<file path="src/rtl/pq_arbiter.sv">
// Round-robin arbiter/sequencer sharing one priority-queue device among NREQ requesters.
// Optional per-requester/reject statistics counters are built when PQ_ARB_STATS_EN is defined.

package pq_arbiter_pkg;
   localparam int KEY_W = 8;
   localparam int VAL_W = 8;

   typedef struct packed {
      logic [KEY_W-1:0] key;
      logic [VAL_W-1:0] val;
   } kv_t;

   localparam int  KV_W     = $bits(kv_t);
   localparam kv_t KV_EMPTY = '{key: '1, val: '0};

   typedef enum logic [1:0] {
      OP_RSVD = 2'b00,
      OP_ENQ  = 2'b01,
      OP_DEQ  = 2'b10,
      OP_REPL = 2'b11
   } op_e;
endpackage

module pq_arbiter
   import pq_arbiter_pkg::*;
#(
   parameter int NREQ  = 4,
   parameter int IDX_W = $clog2(NREQ)
) (
   input  logic                 clk,
   input  logic                 rst,
   input  logic [NREQ-1:0]      req,
   input  logic [2*NREQ-1:0]    req_op,
   input  logic [NREQ*KV_W-1:0] req_kv,
   output logic [NREQ-1:0]      resp_valid,
   output logic                 resp_err,
   output kv_t                  resp_kv,
   output logic [IDX_W-1:0]     grant_idx,
   output logic                 pq_enq,
   output logic                 pq_deq,
   output kv_t                  pq_kvi,
   input  kv_t                  pq_kvo,
   input  logic                 pq_full,
   input  logic                 pq_empty,
   input  logic                 pq_busy
`ifdef PQ_ARB_STATS_EN
   ,
   output logic [NREQ*16-1:0]   stat_ops,
   output logic [15:0]          stat_rej
`endif
);

   typedef enum logic [1:0] {IDLE, ISSUE, WAIT, RESP} state_t;

   state_t           state, state_d;
   logic [IDX_W-1:0] rr_ptr, rr_d;
   logic [IDX_W-1:0] grant_d;
   logic             enq_d, deq_d;
   kv_t              kvi_d;
   logic [NREQ-1:0]  valid_d;
   logic             err_d;
   kv_t              rkv_d;

   logic [1:0]       op_a [NREQ];
   kv_t              kv_a [NREQ];
   logic [NREQ-1:0]  eligible;
   logic             found;
   logic [IDX_W-1:0] pick;
   logic [IDX_W-1:0] cand;
   logic [1:0]       pick_op;
   kv_t              pick_kv;
   logic             pick_legal;
   logic [NREQ-1:0]  pick_1h;
   logic [NREQ-1:0]  grant_1h;

   always_comb begin
      for (int i = 0; i < NREQ; i++) begin
         op_a[i] = req_op[2*i +: 2];
         kv_a[i] = req_kv[i*KV_W +: KV_W];
      end
   end

   // Round-robin search starting just after the last granted requester.
   always_comb begin
      // NOTE: every variable gets a default before any conditional assignment,
      // otherwise a path that skips it would infer a latch.
      eligible = req & ~resp_valid;
      found    = 1'b0;
      pick     = '0;
      cand     = '0;
      for (int i = 1; i <= NREQ; i++) begin
         cand = IDX_W'((int'(rr_ptr) + i) % NREQ);
         if (!found && eligible[cand]) begin
            found = 1'b1;
            pick  = cand;
         end
      end
   end

   always_comb begin
      pick_op  = op_a[pick];
      pick_kv  = kv_a[pick];
      pick_1h  = NREQ'(1) << pick;
      grant_1h = NREQ'(1) << grant_idx;
      unique case (pick_op)
         OP_ENQ:          pick_legal = !pq_full;
         OP_DEQ, OP_REPL: pick_legal = !pq_empty;
         default:         pick_legal = 1'b0;
      endcase
   end

   always_comb begin
      state_d = state;
      rr_d    = rr_ptr;
      grant_d = grant_idx;
      enq_d   = 1'b0;
      deq_d   = 1'b0;
      kvi_d   = KV_EMPTY;
      valid_d = '0;
      err_d   = 1'b0;
      rkv_d   = resp_kv;
      unique case (state)
         IDLE: begin
            if (found) begin
               grant_d = pick;
               rr_d    = pick;
               if (pick_legal) begin
                  state_d = ISSUE;
                  enq_d   = pick_op[0];
                  deq_d   = pick_op[1];
                  kvi_d   = pick_kv;
               end else begin
                  // Rejects carry no dequeued item, so the response shows KV_EMPTY.
                  state_d = RESP;
                  valid_d = pick_1h;
                  err_d   = 1'b1;
                  rkv_d   = KV_EMPTY;
               end
            end
         end
         ISSUE: begin
            state_d = WAIT;
            rkv_d   = pq_deq ? pq_kvo : KV_EMPTY;
         end
         WAIT: begin
            if (!pq_busy) begin
               state_d = RESP;
               valid_d = grant_1h;
            end
         end
         RESP:    state_d = IDLE;
         default: state_d = IDLE;
      endcase
   end

   // NOTE: sequential state uses non-blocking assignments so every register
   // samples the pre-edge values regardless of process ordering.
   always_ff @(posedge clk or posedge rst) begin
      if (rst) begin
         state      <= IDLE;
         rr_ptr     <= IDX_W'(NREQ - 1);
         grant_idx  <= '0;
         pq_enq     <= 1'b0;
         pq_deq     <= 1'b0;
         pq_kvi     <= KV_EMPTY;
         resp_valid <= '0;
         resp_err   <= 1'b0;
         resp_kv    <= KV_EMPTY;
      end else begin
         state      <= state_d;
         rr_ptr     <= rr_d;
         grant_idx  <= grant_d;
         pq_enq     <= enq_d;
         pq_deq     <= deq_d;
         pq_kvi     <= kvi_d;
         resp_valid <= valid_d;
         resp_err   <= err_d;
         resp_kv    <= rkv_d;
      end
   end

`ifdef PQ_ARB_STATS_EN
   always_ff @(posedge clk or posedge rst) begin
      if (rst) begin
         stat_ops <= '0;
         stat_rej <= '0;
      end else begin
         for (int i = 0; i < NREQ; i++) begin
            if (state == ISSUE && grant_idx == IDX_W'(i) && stat_ops[i*16 +: 16] != 16'hFFFF)
               stat_ops[i*16 +: 16] <= stat_ops[i*16 +: 16] + 16'd1;
         end
         if (state == RESP && resp_err && stat_rej != 16'hFFFF)
            stat_rej <= stat_rej + 16'd1;
      end
   end
`endif

endmodule

</file>
<file path="config.mk">
export PLATFORM = sky130hd
export DESIGN_NAME = pq_arbiter
export DESIGN_NICKNAME = d
export VERILOG_FILES = /design/src/rtl/pq_arbiter.sv
export SDC_FILE = /design/constraint.sdc
export NUM_CORES = 1
export LEC_CHECK = 0
export ABC_AREA = 1
export BUFFER_PORTS_ARGS = -buffer_cell sky130_fd_sc_hd__buf_2
export CORE_MARGIN = 2
export CORE_UTILIZATION = 40
export CTS_BUF_LIST = sky130_fd_sc_hd__clkbuf_4 sky130_fd_sc_hd__clkbuf_8
export DETAILED_ROUTE_END_ITERATION = 10
export PLACE_DENSITY_LB_ADDON = 0.12
export SLEW_MARGIN = 10
export SYNTH_ARGS = -nofsm -noshare
export SYNTH_HDL_FRONTEND = slang
export SYNTH_SLANG_ARGS = --single-unit
</file>
<file path="constraint.sdc">
create_clock -name clk -period 2.3 [get_ports clk]
set_input_delay 0.345 -clock clk [delete_from_list [all_inputs] [get_ports clk]]
set_output_delay 0.345 -clock clk [all_outputs]
set_load 0.03 [all_outputs]
</file>
==> results.md <==
* Port Buffers at 137
* Initial Util at 41.9%
* Most frequent cells in the layout: 137 x buf_2, 127 x nand2_1, 33 x inv_1
* Clk sinks at 45
* Crit Path Category: flop to flop
* Root Driver: clkbuf_8
* CTS tree: done
* Final net count at 631
* Yosys reg bits at 45
* Util after Layout at 62.5%
* Worst-Skew Late Latency at 0.29 ns
* Outcome: complete, but fails checks
* Final total power at 7.26 mW
* Initial antenna violation count at 0
* Setup WS pre-CTS at -0.102 ns
* Relative slew margins at 62.4%
* Pre-antenna DRT Iters at 4
* Pwr/cell area at 1810 nW/um2
* Via Count at 2,944
* Worst Setup SP: rr_ptr[0]
* First-pass GRT wire length at 12.1 mm
* Syn Area/Cell at 7.26 um2
* Path depth of the worst reg2reg path at 17
* Crit path to: resp_valid[3]
* Die W at 86.1 um
* Gr ovfl total at 0
* Syn Nets at 471
* Startpoint types: flop
* Setup WS post-layout at -0.173 ns
* Clk slew on worst S/H paths at 0.08 ns
* Ratio of cells with drive above 1 in the final layout at 49.4%
* Fill count at 601
* Largest area contributor in the netlist: dfrtp_1
* R2R setup slack at -0.17 ns
* Synthesized area at 2690 um2
* Tcrit/Tclk final at 108%
* Critical-path cell list: clkinv_4 > nand3_4 > nand2_2 > nand2_1 > nand2_1 > nand2_2 > nand2_2 > nand2_2 > nand3_4 > o21ai_2 > nand2_2 > nand2_2 > nand2_2 > nand2_4 > nand2_8 > buf_12 > o22ai_1
* Final HPWL DP at 5.86 mm
* Leak at 2.18 nW
* Hold slack at 0.186 ns
* Synth area leaders: dfrtp_1 25%, nand2_1 20%, dfstp_2 18%
* Max-slew violations at 0
* Clk buf depth at 2
* RSZ-0062 raised after global routing: true
* DR vias/cell at 4.83
* Top_reg_cell synth: dfrtp_1
* Worst-Margin Slew at 0.565 ns
* Total Wirelength at 7.88 mm
* Number of diodes at 0
* Reg2Reg Launch Point: rr_ptr[0]
* Peak Freq at 0.404 GHz
* H-tree Lvls at 2
* ANT nets after route at 0
* Multi-input gate area at 1520 um2
* Total die area at 7410 um2
* Hold Path Class: primary input to async pin
* Synth cell types at 29
* Critical path data arrival time at 2.67 ns
* Ports at 138
* Critical R2R Capture: resp_valid[3]
* Initial DRC count at 93
* Inserted Clock Buffers at 5
* Fin Clk Skew at 0.00834 ns
* # DRC at 0
* Minimum clock period after layout at 2.47 ns
* P&R area growth vs syn at 49.0%
* Commonest non-fill, non-tap cell in the layout: buf_2
* EDFF count, synth at 0
* Final setup viols at 40
* Cts hold-fix bufs at 0
* Std-Cell Rows at 29
* Crit end category: flop
* Sequential element share of the synthesized area at 42.6%
* Post-synth ARST share at 100%
* Top cell type's share of synthesized area at 25.1%
* Largest net degree at the start of global routing at 46
* Placed Cells incl. Taps at 589
* Core Area at 6420 um2
* Register area at 1150 um2
* Final Non-Filler Cells at 609
* Worst VDD drop at 941 uV
* Slowest-stage cell, CP: dfstp_2
* Failing checks: negative setup slack
* Final Hold Fails at 0
* RePlAce Congestion at 0.825
* Crit-path max cell delay at 0.64 ns
* Max-capacitance violation count at 0
* CP most frequent cell: nand2_2
* GRT Total Usage at 20.6%
* Worst EP required at 2.50 ns
* Height of the die at 86.1 um
* Synth Instances at 371
* Total number of yosys warnings at 0
* CP max FO at 8
* Routed wire per std cell at 12.9 um
* Vias in the first global route at 2,782
## registers in the layout, summed over array words and instances (netlist names), 2 cells and up
register / count
grant_idx: 2
pq_kvi: 16
resp_kv: 16
resp_valid: 4
rr_ptr: 2
state: 2
## layout make-up
cell class                      instances  area share (%)
Clock buffer                            8            2.27
Inverter                               39            3.93
Multi-Input combinational cell        274            37.9
Sequential cell                        45            28.6
Tap cell                               77            2.40
Timing Repair Buffer                  166            24.9
## timing repair
item / in CTS / in global routing
resized for setup: 19 / 35
endpoints found under the hold margin: 0 / 0
pin swaps: 2 / 22
gates cloned: 0 / 1
setup buffers: 7 / 4
endpoints found under the setup margin: 36 / 44
## layer usage
layer | track usage, % | vias up | wire length [um]
li1 | - | 1496 | -
met4 | 5.34 | 0 | 112
met5 | 0 | - | 0
met3 | 5.58 | 12 | 558
met2 | 36.6 | 107 | 3920
met1 | 24.6 | 1329 | 3280
## kinds of logic (layout without fill, tap and decap cells)
group	Yosys count	after routing	share of synthesized area, %
compound gates	27	27	5.71
fa+ha+maj	3	3	1.39
buf+inv	52	213	8.73
simple gates	244	244	41.5
flops	45	45	42.6
## report_power, final
group          internal (mW)  switching [mW]  leakage, nW
logic                   2.22            3.26         1.57
clock network          0.252           0.249       0.0498
registers               1.12           0.149        0.555
## through the flow
step / TNS [ns] / area, um2
after floorplan: 0 / 2690
after global placement: -0.464 / 3580
after detailed placement: -2.00 / 3580
after CTS: -1.65 / 3820
after global routing: -11.41 / 4020
final: -4.76 / 4020
## synth_stat cells (2+ instances only)
| cell | instances |
|---|---|
| or2_2 | 8 |
| ha_1 | 3 |
| buf_2 | 3 |
| clkbuf_1 | 4 |
| nand2_2 | 9 |
| dfstp_2 | 18 |
| buf_4 | 3 |
| o22ai_1 | 4 |
| o21ai_1 | 2 |
| buf_6 | 3 |
| dfrtp_1 | 27 |
| nor2_2 | 3 |
| nand3_1 | 39 |
| o21ai_0 | 8 |
| nor2_1 | 20 |
| nor3_1 | 2 |
| inv_2 | 3 |
| nand3_2 | 2 |
| nand2_1 | 141 |
| inv_1 | 35 |
| nand4_1 | 15 |
| nand2_4 | 2 |
| a21oi_1 | 11 |
## critical path: cells and delay by family, from the launching register on
family	cells	cell delay (ns)
flip-flops	1	0.64
AND/OR/NAND/NOR	13	1.09
AO/OA/AOI/OAI	2	0.32
buffers and inverters	2	0.31
## how the worst min path moves through the flow
stage | slack (ns) | cells after the start | end
5_1_grt | 0.23 | 3 | resp_kv[4]
2_1_floorplan | 0.42 | 1 | pq_deq
3_3_place_gp | 0.47 | 2 | resp_kv[10]
4_1_cts | 0.20 | 3 | resp_kv[4]
6_report | 0.19 | 3 | resp_kv[4]
3_5_place_dp | 0.47 | 2 | resp_kv[8]
No activity file was read; power rests on OpenSTA's default activity.
